==> config.mk <==
export PLATFORM = sky130hd
export DESIGN_NAME = seg7_readback
export DESIGN_NICKNAME = d
export VERILOG_FILES = /design/src/rtl/seg7_pkg.sv /design/src/rtl/seg7_digit_decode.sv /design/src/rtl/seg7_readback.sv
export SDC_FILE = /design/constraint.sdc
export NUM_CORES = 1
export LEC_CHECK = 0
export CAP_MARGIN = 20
export CORE_UTILIZATION = 47
export CTS_BUF_LIST = sky130_fd_sc_hd__clkbuf_8
export DETAILED_ROUTE_END_ITERATION = 10
export GPL_ROUTABILITY_DRIVEN = 0
export PLACE_DENSITY = 0.82
export SLEW_MARGIN = 15
export SYNTH_ARGS = -nofsm -noshare
export SYNTH_HDL_FRONTEND = slang
export SYNTH_HIERARCHICAL = 1
export SYNTH_SLANG_ARGS = --single-unit
==> constraint.sdc <==
create_clock -name clk -period 5.5 [get_ports clk]
set_input_delay 0.825 -clock clk [delete_from_list [all_inputs] [get_ports clk]]
set_output_delay 0.825 -clock clk [all_outputs]
set_load 0.1 [all_outputs]
==> src/rtl/seg7_pkg.sv <==
`default_nettype none
// ============================================================================
//  Module   : seg7_pkg
//  Purpose  : Shared constants for the 7-segment readback path: active-high
//             segment patterns for digits 0..9 ({g,f,e,d,c,b,a}), FSM state
//             encoding, digit index values, error codes and range limits.
//  Ports    : none (package)
//  Revision : 1.0 - initial release
// ============================================================================
package seg7_pkg;

    // Active-high segment patterns, bit order {g,f,e,d,c,b,a}
    localparam logic [6:0] SEG_0 = 7'h3F;
    localparam logic [6:0] SEG_1 = 7'h06;
    localparam logic [6:0] SEG_2 = 7'h5B;
    localparam logic [6:0] SEG_3 = 7'h4F;
    localparam logic [6:0] SEG_4 = 7'h66;
    localparam logic [6:0] SEG_5 = 7'h6D;
    localparam logic [6:0] SEG_6 = 7'h7D;
    localparam logic [6:0] SEG_7 = 7'h07;
    localparam logic [6:0] SEG_8 = 7'h7F;
    localparam logic [6:0] SEG_9 = 7'h6F;

    typedef enum logic [1:0] {
        ST_IDLE   = 2'd0,
        ST_SNAP   = 2'd1,
        ST_DECODE = 2'd2,
        ST_CHECK  = 2'd3
    } state_t;

    // Digit decode order
    localparam logic [2:0] DIG_S1 = 3'd0;
    localparam logic [2:0] DIG_S2 = 3'd1;
    localparam logic [2:0] DIG_M1 = 3'd2;
    localparam logic [2:0] DIG_M2 = 3'd3;
    localparam logic [2:0] DIG_H1 = 3'd4;
    localparam logic [2:0] DIG_H2 = 3'd5;

    localparam logic [1:0] ERR_NONE     = 2'd0;
    localparam logic [1:0] ERR_ILLEGAL  = 2'd1;
    localparam logic [1:0] ERR_RANGE    = 2'd2;
    localparam logic [1:0] ERR_UNSTABLE = 2'd3;

    localparam logic [6:0] MAX_SM = 7'd59;
    localparam logic [6:0] MAX_H  = 7'd23;

endpackage : seg7_pkg
`default_nettype wire

==> src/rtl/seg7_digit_decode.sv <==
`default_nettype none
// ============================================================================
//  Module   : seg7_digit_decode
//  Purpose  : Combinational decode of one active-high 7-segment pattern back
//             to a decimal digit. Unknown patterns give valid=0, digit=0.
//  Ports    : pattern in  7  active-high segments {g,f,e,d,c,b,a}
//             valid   out 1  pattern is one of the ten digit shapes
//             digit   out 4  decoded digit 0..9 (0 when invalid)
//  Revision : 1.0 - initial release
// ============================================================================
module seg7_digit_decode
    import seg7_pkg::*;
(
    input  logic [6:0] pattern,
    output logic       valid,
    output logic [3:0] digit
);

    always_comb begin
        valid = 1'b1;
        digit = 4'd0;
        case (pattern)
            SEG_0:   digit = 4'd0;
            SEG_1:   digit = 4'd1;
            SEG_2:   digit = 4'd2;
            SEG_3:   digit = 4'd3;
            SEG_4:   digit = 4'd4;
            SEG_5:   digit = 4'd5;
            SEG_6:   digit = 4'd6;
            SEG_7:   digit = 4'd7;
            SEG_8:   digit = 4'd8;
            SEG_9:   digit = 4'd9;
            default: valid = 1'b0;
        endcase
    end

endmodule : seg7_digit_decode
`default_nettype wire

==> src/rtl/seg7_readback.sv <==
`default_nettype none
// ============================================================================
//  Module   : seg7_readback
//  Purpose  : Snapshots the six 7-segment digit buses on request, decodes
//             one digit per clock through a shared decoder, rebuilds binary
//             h/m/s and range-checks them. Result delivered with a done pulse.
//  Config   : SEG7_RB_STABLE_EN - adds a re-sample/compare stage after the
//             snapshot with up to MAX_RETRY resnapshots (err_code 3 on fail).
//  Ports    : clk, rst_n (sync, active-low), start
//             display_{s1,s2,m1,m2,h1,h2} in 7 - raw segment buses
//             busy, done, rd_s/rd_m/rd_h (6b), err, err_code (2b)
//  Revision : 1.0 - initial release
// ============================================================================
module seg7_readback
    import seg7_pkg::*;
#(
    parameter int SEG_ACTIVE_LOW = 1,
    parameter int MAX_RETRY      = 3
) (
    input  logic       clk,
    input  logic       rst_n,
    input  logic       start,
    input  logic [6:0] display_s1,
    input  logic [6:0] display_s2,
    input  logic [6:0] display_m1,
    input  logic [6:0] display_m2,
    input  logic [6:0] display_h1,
    input  logic [6:0] display_h2,
    output logic       busy,
    output logic       done,
    output logic [5:0] rd_s,
    output logic [5:0] rd_m,
    output logic [5:0] rd_h,
    output logic       err,
    output logic [1:0] err_code
);

    state_t      r_state, w_next;
    logic [41:0] r_snap;            // {h2,h1,m2,m1,s2,s1}, active-high
    logic [2:0]  r_idx;
    logic [6:0]  r_acc_s, r_acc_m, r_acc_h;
    logic        r_illegal;
    logic        r_unstable;

    logic [41:0] w_bus_raw, w_bus_fix;
    logic [6:0]  w_pat;
    logic        w_valid;
    logic [3:0]  w_digit;
    logic [3:0]  w_dig_eff;
    logic [6:0]  w_ones, w_tens10;

    assign w_bus_raw = {display_h2, display_h1, display_m2, display_m1, display_s2, display_s1};
    // Polarity is normalised once at capture so everything downstream is active-high
    assign w_bus_fix = (SEG_ACTIVE_LOW != 0) ? ~w_bus_raw : w_bus_raw;

    always_comb begin
        w_pat = r_snap[6:0];
        case (r_idx)
            DIG_S1:  w_pat = r_snap[6:0];
            DIG_S2:  w_pat = r_snap[13:7];
            DIG_M1:  w_pat = r_snap[20:14];
            DIG_M2:  w_pat = r_snap[27:21];
            DIG_H1:  w_pat = r_snap[34:28];
            DIG_H2:  w_pat = r_snap[41:35];
            default: w_pat = r_snap[6:0];
        endcase
    end

    seg7_digit_decode u_dec (
        .pattern (w_pat),
        .valid   (w_valid),
        .digit   (w_digit)
    );

    // Illegal patterns contribute 0; the sticky flag records the failure
    assign w_dig_eff = w_valid ? w_digit : 4'd0;
    assign w_ones    = {3'b000, w_dig_eff};
    assign w_tens10  = (w_ones << 3) + (w_ones << 1);

`ifdef SEG7_RB_STABLE_EN
    logic [7:0] r_retry;
    logic       w_last_retry;
    assign w_last_retry = (r_retry == 8'(MAX_RETRY - 1));
`else
    // Stable-check configuration is inert in this build
    logic unused_stable_cfg;
    assign unused_stable_cfg = (MAX_RETRY != 0) && (ERR_UNSTABLE != ERR_NONE);
`endif

    // State register
    always_ff @(posedge clk) begin
        if (!rst_n) r_state <= ST_IDLE;
        else        r_state <= w_next;
    end

    // Next-state logic
    always_comb begin
        w_next = r_state;
        case (r_state)
            ST_IDLE: begin
                if (start) begin
`ifdef SEG7_RB_STABLE_EN
                    w_next = ST_SNAP;
`else
                    w_next = ST_DECODE;
`endif
                end
            end
`ifdef SEG7_RB_STABLE_EN
            ST_SNAP: begin
                if (w_bus_fix == r_snap) w_next = ST_DECODE;
                else if (w_last_retry)   w_next = ST_CHECK;
            end
`endif
            ST_DECODE: if (r_idx == DIG_H2) w_next = ST_CHECK;
            ST_CHECK:  w_next = ST_IDLE;
            default:   w_next = ST_IDLE;
        endcase
    end

    // Datapath and outputs
    always_ff @(posedge clk) begin
        if (!rst_n) begin
            r_snap     <= '0;
            r_idx      <= '0;
            r_acc_s    <= '0;
            r_acc_m    <= '0;
            r_acc_h    <= '0;
            r_illegal  <= 1'b0;
            r_unstable <= 1'b0;
            busy       <= 1'b0;
            done       <= 1'b0;
            rd_s       <= '0;
            rd_m       <= '0;
            rd_h       <= '0;
            err        <= 1'b0;
            err_code   <= ERR_NONE;
`ifdef SEG7_RB_STABLE_EN
            r_retry    <= '0;
`endif
        end else begin
            done <= 1'b0;
            case (r_state)
                ST_IDLE: begin
                    if (start) begin
                        r_snap     <= w_bus_fix;
                        r_idx      <= DIG_S1;
                        r_acc_s    <= '0;
                        r_acc_m    <= '0;
                        r_acc_h    <= '0;
                        r_illegal  <= 1'b0;
                        r_unstable <= 1'b0;
                        busy       <= 1'b1;
`ifdef SEG7_RB_STABLE_EN
                        r_retry    <= '0;
`endif
                    end
                end
`ifdef SEG7_RB_STABLE_EN
                ST_SNAP: begin
                    if (w_bus_fix != r_snap) begin
                        r_snap  <= w_bus_fix;
                        r_retry <= r_retry + 8'd1;
                        if (w_last_retry) r_unstable <= 1'b1;
                    end
                end
`endif
                ST_DECODE: begin
                    r_idx <= r_idx + 3'd1;
                    if (!w_valid) r_illegal <= 1'b1;
                    case (r_idx)
                        DIG_S1:  r_acc_s <= w_ones;
                        DIG_S2:  r_acc_s <= r_acc_s + w_tens10;
                        DIG_M1:  r_acc_m <= w_ones;
                        DIG_M2:  r_acc_m <= r_acc_m + w_tens10;
                        DIG_H1:  r_acc_h <= w_ones;
                        DIG_H2:  r_acc_h <= r_acc_h + w_tens10;
                        default: ;
                    endcase
                end
                ST_CHECK: begin
                    done <= 1'b1;
                    busy <= 1'b0;
                    if (r_unstable) begin
                        rd_s     <= '0;
                        rd_m     <= '0;
                        rd_h     <= '0;
                        err      <= 1'b1;
                        err_code <= ERR_UNSTABLE;
                    end else begin
                        // Range check uses the full 7-bit sum; outputs keep the low 6 bits
                        rd_s <= r_acc_s[5:0];
                        rd_m <= r_acc_m[5:0];
                        rd_h <= r_acc_h[5:0];
                        if (r_illegal) begin
                            err      <= 1'b1;
                            err_code <= ERR_ILLEGAL;
                        end else if ((r_acc_s > MAX_SM) || (r_acc_m > MAX_SM) || (r_acc_h > MAX_H)) begin
                            err      <= 1'b1;
                            err_code <= ERR_RANGE;
                        end else begin
                            err      <= 1'b0;
                            err_code <= ERR_NONE;
                        end
                    end
                end
                default: ;
            endcase
        end
    end

endmodule : seg7_readback
`default_nettype wire

# After elaboration in Yosys (flattened, before gate mapping)
# Cells that the tools add are included.
# word_totals
input_bits,45
output_inout_bits,23
reg_bits,92
elab_cells,87
# classes
add_sub_neg,5
mux,26
bitwise_logic,1
n_reduce_logical,15
n_lt_le_gt_ge,3
eq_ne,23
# ops
op,n
$pmux 7 s2,6
$eq 7x7->1 const B,7
$not 42->42,1
$pmux 4 s9,1
$pmux 7 s5,1
$add 7x7->7,3
$eq 7x3->1 const B,2
$gt 7x6->1 const B,2
$reduce_and 3->1,4
$reduce_or 10->1,1
$mux 2,4
$reduce_and 2->1,4
$add 7x5->7,1
$eq 7x6->1 const B,1
$gt 7x5->1 const B,1
$mux 1,7
$mux 7,1
$eq 3x2->1 const B,2
$eq 3x3->1 const B,2
$ne 2x2->1 const B,3
$ne 3x1->1 const B,2
$pmux 3 s2,1
$eq 2x2->1 const B,2
$mux 4,1
10 further kinds,13

# Logic depth before layout (Yosys ltp)
# Gate-level depths: netlist of the first run.
# depth
depth_word,10
ltp_mapped,24
depth_no_buf,21

# Modules after synthesis
# The synthesis of the first run kept the hierarchy.
# by_module_without_submodules
mod,seq_area_each_um2,cells_each,area_each_um2,instances
seg7_readback,1841.8,531,4480.5,1
seg7_digit_decode,0.0,26,190.2,1

# Worst setup path after synthesis of the first run
# OpenSTA, ideal clock, no wires.
# synth_timing
kind,register to register
from,reg r_idx[2]
to,reg r_acc_s[6]
path_stages_with_launch,23
path_slack_ns,0.744
t_required_ns,5.380
period_less_slack_ns,4.756
arrival_ns,4.636
setup_time_ns,0.120
cell_sequence,dfxtp_1 clkbuf_1 inv_1 ha_1 clkbuf_1 a222oi_1 a31oi_1 and3b_2 o21ai_0 o2111ai_1 buf_2 buf_2 nand2_1 inv_1 ha_1 ha_1 a31oi_1 xor2_1 ha_1 a21o_1 a211o_1 and3_1 o31a_1
# synth_via
elab_chain_len,10
# synth_lines
element,line,source
"start, declared",seg7_readback.sv:40,logic [2:0] r_idx;
"start signal, assigned",seg7_readback.sv:169,r_idx <= r_idx + 3'd1;
"$eq 3x3->1, or another cell as far along",seg7_readback.sv:58,case (r_idx)
$pmux 7 s5 *,seg7_readback.sv:58,
net w_pat[5],seg7_readback.sv:46,logic [6:0] w_pat;
"$eq 7x6->1, or another cell as far along",seg7_digit_decode.sv:22,case (pattern)
$reduce_or 10->1 (no line) *,--,
$mux 1 *,seg7_digit_decode.sv:22,
net w_valid,seg7_readback.sv:47,logic w_valid;
$mux 4 *,seg7_readback.sv:76,assign w_dig_eff = w_valid ? w_digit : 4'd0;
$add 7x5->7 *,seg7_readback.sv:78,assign w_tens10 = (w_ones << 3) + (w_ones << 1);
$add 7x7->7 *,seg7_readback.sv:173,DIG_S2: r_acc_s <= r_acc_s + w_tens10;
$pmux 7 s2 *,seg7_readback.sv:171,case (r_idx)
$pmux 7 s2 *,seg7_readback.sv:143,case (r_state)
"end signal, assigned",seg7_readback.sv:172,DIG_S1: r_acc_s <= w_ones;
"end signal, assigned",seg7_readback.sv:173,
"end, declared",seg7_readback.sv:41,"logic [6:0] r_acc_s, r_acc_m, r_acc_h;"
# Mark *: on every way through the listed nets, which the timed path passes. The rest lies on a longest branch.
# A chain may end at the register's enable or synchronous reset.

# Worst setup path in the final report of the first run
# Ends and elaborated chain as after synthesis.

==> results.toml, run 1 <==
[sta]
fin_crit_sh_pct = 93.44
hold_viol_final = 0
relSlewSlack_pct = 35.33
period_minus_slack_ns = 5.139
worst_pin_slew_ns = 0.9671
drv_slew = 0
finalSetupViolations = 0
tns_ns = 0
rsz0062_at_grt = "no"
fin_skew_ns = 0.01214
timing.hold.ws_ns = 0.4513
clock.fmax_ghz = 0.1946

[drt]
drtAntennaViolNets = 0
vias = 4340
wl_um = 11450
dr.first_iter.drc_count = 288
dr.pass1.iters = 5
wire_per_inst_um = 15.52
drc = 0
vias_per_cell = 5.881

[synthesis]
ys_warn_count = 6
synthAdderAreaFrac_pct = 6.161
synth_cells = 557
ys.flop_type = "dfxtp_1"
ys_seq_area_share_pct = 39.43
synth_top_family_by_area = "compound AO/OA/AOI/OAI gates"
synth_fp_nets = 625
synth.distinct_cells = 68
synth_edf_count = 0
async_flop_share_pct = 0
netlist_area_um2 = 4671
synth_seq_cells = 92
synth-simple-area-share_pct = 20.92
syn_area_per_cell_um2 = 8.386
synth_xor_area_share_pct = 2.063
synth_compound_area_share_pct = 24.51
synthMuxAreaShare_pct = 1.848

[critical_path]
crit_slowest_cell = "dfxtp_2"
max_stage_delay_ns = 0.50
crit_fanout = 18
worstPathRequired_ns = 5.76
r2r-start = "r_idx[2]"
r2r-end = "r_acc_s[6]"
crit_buf_inv = 1
cp-start-kind = "flip-flop"
cp-end-kind = "flip-flop"
cp_common_cell = "ha_1"
cp.arrival_ns = 5.40
crit_chain = "inv_1 -> ha_1 -> a222oi_1 -> a31oi_2 -> and3b_2 -> o21ai_0 -> o2111ai_1 -> and2_1 -> ha_1 -> ha_1 -> a31oi_1 -> xor2_1 -> ha_1 -> a21o_1 -> a211o_1 -> and3_1 -> o31a_1"
rrSetupSlack_ns = 0.36
critPathKind = "reg2reg"
crit_family = "compound AO/OA/AOI/OAI gates"
reg2regPathDepth = 17

[grt]
grt_use_total_pct = 23.52
grt_pass1_wl_um = 19160
grt_pass1_vias = 4124
grt_antenna_before_repair = 0
top_usage_layer = "met2"
use_met3_pct = 4.417
met2_usage_pct = 40.33
grt_max_degree = 59
grt_use_met1_pct = 28.41
overflow = 0

[run]
cap_violations = 0

[cells_and_area]
final_common_cell = "dfxtp_1"
layout-drive-gt1-share_pct = 7.438
synthToLayoutAreaGrowth_pct = 19.72
diodes = 0
final_nets = 669
layout.cells.most_common_list = "dfxtp_1 (91), nor2_1 (75), nand2_1 (67), clkdlybuf4s50_1 (67), a211oi_1 (43)"

[die]
die_w_um = 101.7
fp.dieH_um = 101.7
io_pins = 68
rows = 36
core_um2 = 9684
initial_utilization_pct = 48.23
dieArea_um2 = 10340

[hold_path]
min_to = "rd_h[0]"
holdPathStages = 2
hold_start = "r_acc_h[0]"
hold_class = "reg2reg"

[clock_tree]
tritoncts = "built"
cts_setup_buffers = 0
clk_latency_ns = 0.36
cts.htree.levels = 3
cts_buffers = 9
ctsLongestPathBuffers = 2
cts_root_buf = "clkbuf_8"
clock-sinks = 92
clk_pin_slew_worst_paths_ns = 0.09

[run_status]
status = "complete, no violations"

[power]
ir_drop_mv = 0.1382
leakagePower_uw = 0.002118
pwr_density_cell_nw_per_um2 = 239.0

[place]
io_buffers = 67
dp_hpwl_um = 8493
==> tightest hold or removal path, stage by stage (launching register included) <==
cell and delay (ns):
dfxtp_1 0.32, nand2_1 0.05, a21oi_1 0.05
==> how the worst max path moves through the flow <==
stage | to | depth (start not counted) | startpoint | slack (ns)
after floorplan | r_acc_s[6] | 22 | r_idx[2] | 0.74
after global placement | r_acc_s[6] | 17 | r_idx[2] | 0.67
after detailed placement | r_acc_s[6] | 18 | r_idx[2] | 0.29
after CTS | r_acc_s[6] | 18 | r_idx[2] | 0.27
after global routing | r_acc_s[6] | 18 | r_idx[0] | 0.08
final | r_acc_s[6] | 17 | r_idx[2] | 0.36
==> cell usage after synthesis (6+ instances only) <==
| library cell | number | share of area [%] |
|---|---|---|
| a211oi_1 | 43 | 6.9 |
| dfxtp_1 | 92 | 39 |
| nor2_1 | 76 | 6.1 |
| a31oi_1 | 10 | 1.3 |
| xnor2_1 | 6 | 1.1 |
| nand2_1 | 67 | 5.4 |
| clkbuf_1 | 19 | 1.5 |
| inv_1 | 8 | 0.64 |
| a21oi_1 | 42 | 4.5 |
| o21ai_0 | 8 | 0.86 |
| nand3_1 | 16 | 1.7 |
| a21o_1 | 8 | 1.3 |
| nor3_1 | 6 | 0.64 |
| ha_1 | 23 | 6.2 |
| buf_2 | 15 | 1.6 |
==> report_power, final <==
part / internal (µW) / total, µW / leakage, µW / switching [µW]
clock: 207 / 446 / 0.0000891 / 238
sequential: 694 / 714 / 0.000753 / 20.4
combinational: 76.7 / 177 / 0.00128 / 99.9
total: 978 / 1340 / 0.00212 / 359
==> what timing repair did <==
item / 4_1_cts / 5_1_grt
setup endpoints to repair: 0 / 1
hold buffers: 0 / 0
resized for setup: 0 / 3
==> per-stage QoR <==
step	utilization [%]	setup slack, ns	instance area [µm²]	total power (µW)	std cells
6_report	57.74	0.3608	5592	1336	738
5_1_grt	57.74	0.07602	5592	1392	738
4_1_cts	57.39	0.2693	5558	1338	737
3_5_place_dp	55.44	0.2887	5369	901.1	722
3_3_place_gp	55.44	0.6650	5369	892.5	722
2_1_floorplan	-	0.7444	4671	836.5	557
==> routing by layer <==
metal / up-vias / share of wire [%] / wire length [µm]
met5: - / 0 / 0
met1: 2046 / 43 / 4971
met4: 0 / 2.3 / 267
met3: 24 / 5.7 / 648
li1: 2109 / - / -
met2: 161 / 49 / 5564
==> flip-flops by register name, indices dropped and copies added, names as in the netlist <==
name,flops
rd_m,6
r_acc_s,7
r_snap,42
done,1
err_code,2
r_state,2
err,1
busy,1
rd_h,6
r_acc_h,7
r_acc_m,7
r_idx,3
r_illegal,1
rd_s,6
==> cells by family (layout without fill, tap and decap cells) <==
family	Yosys count	count (layout)
flops	92	92
buf+inv	52	100
simple gates	209	209
fa+ha+maj	23	23
xor+xnor	11	11
mux	7	7
compound gates	163	163
==> cell type report <==
cell class | instances | area (µm²)
clock buffers | 9 | 123.9
clock inverters | 6 | 65.06
fillers | 910 | 4093
inverters | 10 | 37.54
multi-input cells | 413 | 2613
flip-flops and latches | 92 | 1843
well taps | 133 | 166.4
repair buffers | 75 | 743.2
(Power assumes the default switching activity.)
==> run 2, diff against run 1 <==
--- a/config.mk
+++ b/config.mk
@@ -10,7 +10,7 @@
 export CTS_BUF_LIST = sky130_fd_sc_hd__clkbuf_8
 export DETAILED_ROUTE_END_ITERATION = 10
 export GPL_ROUTABILITY_DRIVEN = 0
-export PLACE_DENSITY = 0.82
+export PLACE_DENSITY = 0.71
 export SLEW_MARGIN = 15
 export SYNTH_ARGS = -nofsm -noshare
 export SYNTH_HDL_FRONTEND = slang
==> run 2 against run 1 <==
Net effect: combinational power barely moved; first-iteration DRC count decreased by 36%; critical path depth increased by 2; critical endpoint unchanged; largest power group unchanged; highest routed layer unchanged.
==> results.toml, run 2 (synthesis gave the netlist of run 1 again) <==
[run_status]
status = "complete, no violations"

[critical_path]
cp_common_cell = "ha_1"
crit_buf_inv = 2
crit_fanout = 7
r2r-end = "r_acc_s[6]"
cp-start-kind = "flip-flop"
worstPathRequired_ns = 5.76
critPathKind = "reg2reg"
crit_slowest_cell = "a31oi_1"
cp-end-kind = "flip-flop"
max_stage_delay_ns = 0.51
cp.arrival_ns = 5.31
reg2regPathDepth = 19
crit_family = "compound AO/OA/AOI/OAI gates"
crit_chain = "inv_1 -> ha_1 -> nor2b_1 -> a222oi_1 -> a31oi_1 -> and3b_2 -> o21ai_0 -> o2111ai_1 -> nand2_1 -> inv_1 -> ha_1 -> ha_1 -> a31oi_1 -> xor2_1 -> ha_1 -> a21o_1 -> a211o_1 -> and3_1 -> o31a_1"
r2r-start = "r_idx[1]"
rrSetupSlack_ns = 0.45

[sta]
relSlewSlack_pct = 35.34
hold_viol_final = 0
clock.fmax_ghz = 0.1979
period_minus_slack_ns = 5.052
drv_slew = 0
fin_skew_ns = 0.008919
tns_ns = 0
worst_pin_slew_ns = 0.9669
fin_crit_sh_pct = 91.85
rsz0062_at_grt = "no"
finalSetupViolations = 0

[cells_and_area]
regMostFlops = "r_snap"
final_nets = 668
synthToLayoutAreaGrowth_pct = 18.86
multi_input_area_um2 = 2606
diodes = 0
final_common_cell = "dfxtp_1"
n_fill_cell = 923
layout.cells.most_common_list = "dfxtp_1 (91), nor2_1 (75), nand2_1 (67), clkdlybuf4s50_1 (67), a211oi_1 (43)"
largest_reg_flops = 42
layout-drive-gt1-share_pct = 7.438
utilization_pct = 57.33
regArea_um2 = 1843

[grt]
grt_use_met1_pct = 28.38
top_usage_layer = "met2"
use_met3_pct = 4.762
overflow = 0
grt_max_degree = 48
grt_pass1_vias = 3969
grt_pass1_wl_um = 18640
grt_use_total_pct = 22.91
met2_usage_pct = 38.62
grt_antenna_before_repair = 0

[drt]
wl_um = 11200
drtAntennaViolNets = 0
vias_per_cell = 5.653
drc = 0
dr.first_iter.drc_count = 183
dr.pass1.iters = 5
vias = 4172
wire_per_inst_um = 15.18

[clock_tree]
cts_setup_buffers = 0
cts.htree.levels = 3
cts_buffers = 9
tritoncts = "built"
clk_pin_slew_worst_paths_ns = 0.09
ctsLongestPathBuffers = 2
cts_root_buf = "clkbuf_8"
clk_latency_ns = 0.37
clock-sinks = 92

[place]
io_buffers = 67
dp_hpwl_um = 8193

[die]
dieArea_um2 = 10340
core_um2 = 9684
rows = 36
die_w_um = 101.7
initial_utilization_pct = 48.23
fp.dieH_um = 101.7
io_pins = 68

[hold_path]
holdPathStages = 2
min_to = "rd_h[5]"
hold_start = "rd_h[5]"
hold_class = "reg2reg"

[power]
total_power_uw = 1300
ir_drop_mv = 0.1318
leakagePower_uw = 0.002106
pwr_density_cell_nw_per_um2 = 234.1

[run]
cap_violations = 0
run 2: changes by cell type in the layout (fill, tap and decap cells not counted), sizes merged:
cell      delta
buf          -1
bufinv       -1
clkinv       +3
clkinvlp     -1
run 2: repair_timing:
action | CTS | global route
endpoints found under the setup margin | 0 | 2
resized for setup | 0 | 2
hold buffers | 0 | 0
run 2: power by group:
group | total, µW | internal (µW) | switching [µW]
sequential | 712 | 694 | 18.8
combinational | 174 | 74.6 | 99.6
clock | 413 | 166 | 247
run 2: worst min-delay path, delay by kind of cell, from the launching register on:
kind / cells / cell delay [ns]
flops: 1 / 0.32
simple gates: 1 / 0.05
compound gates: 1 / 0.05
run 2: through the flow:
stage / cell area (µm²) / std cells / setup slack, ns / hold WS (ns)
floorplan: 4671 / 557 / 0.7444 / 0.4285
global placement: 5369 / 722 / 0.6244 / 0.4367
detailed placement: 5369 / 722 / 0.3604 / 0.4461
CTS: 5544 / 738 / 0.3232 / 0.4588
global route: 5552 / 738 / 0.07598 / 0.4716
finish: 5552 / 738 / 0.4481 / 0.4559
run 2: worst max path at each step:
stage	start	to	cells after the start
floorplan	r_idx[2]	r_acc_s[6]	22
global placement	r_idx[2]	r_acc_s[6]	18
detailed placement	r_idx[2]	r_acc_s[6]	17
CTS	r_idx[2]	r_acc_s[6]	17
global route	r_idx[2]	r_acc_s[6]	18
finish	r_idx[1]	r_acc_s[6]	19
run 2: per-layer routing:
| layer | vias up | wire [µm] |
|---|---|---|
| met5 | - | 0 |
| met4 | 0 | 263 |
| met3 | 25 | 522 |
| met2 | 118 | 5359 |
| met1 | 1925 | 5057 |
| li1 | 2104 | - |
run 2: layout make-up:
class	instances	share of cell area (%)
Clock buffer	9	2.231
Clock inverter	7	0.9240
Inverter	10	0.6761
Multi-Input combinational cell	413	46.95
Sequential cell	92	33.20
Tap cell	133	2.998
Timing Repair Buffer	74	13.03
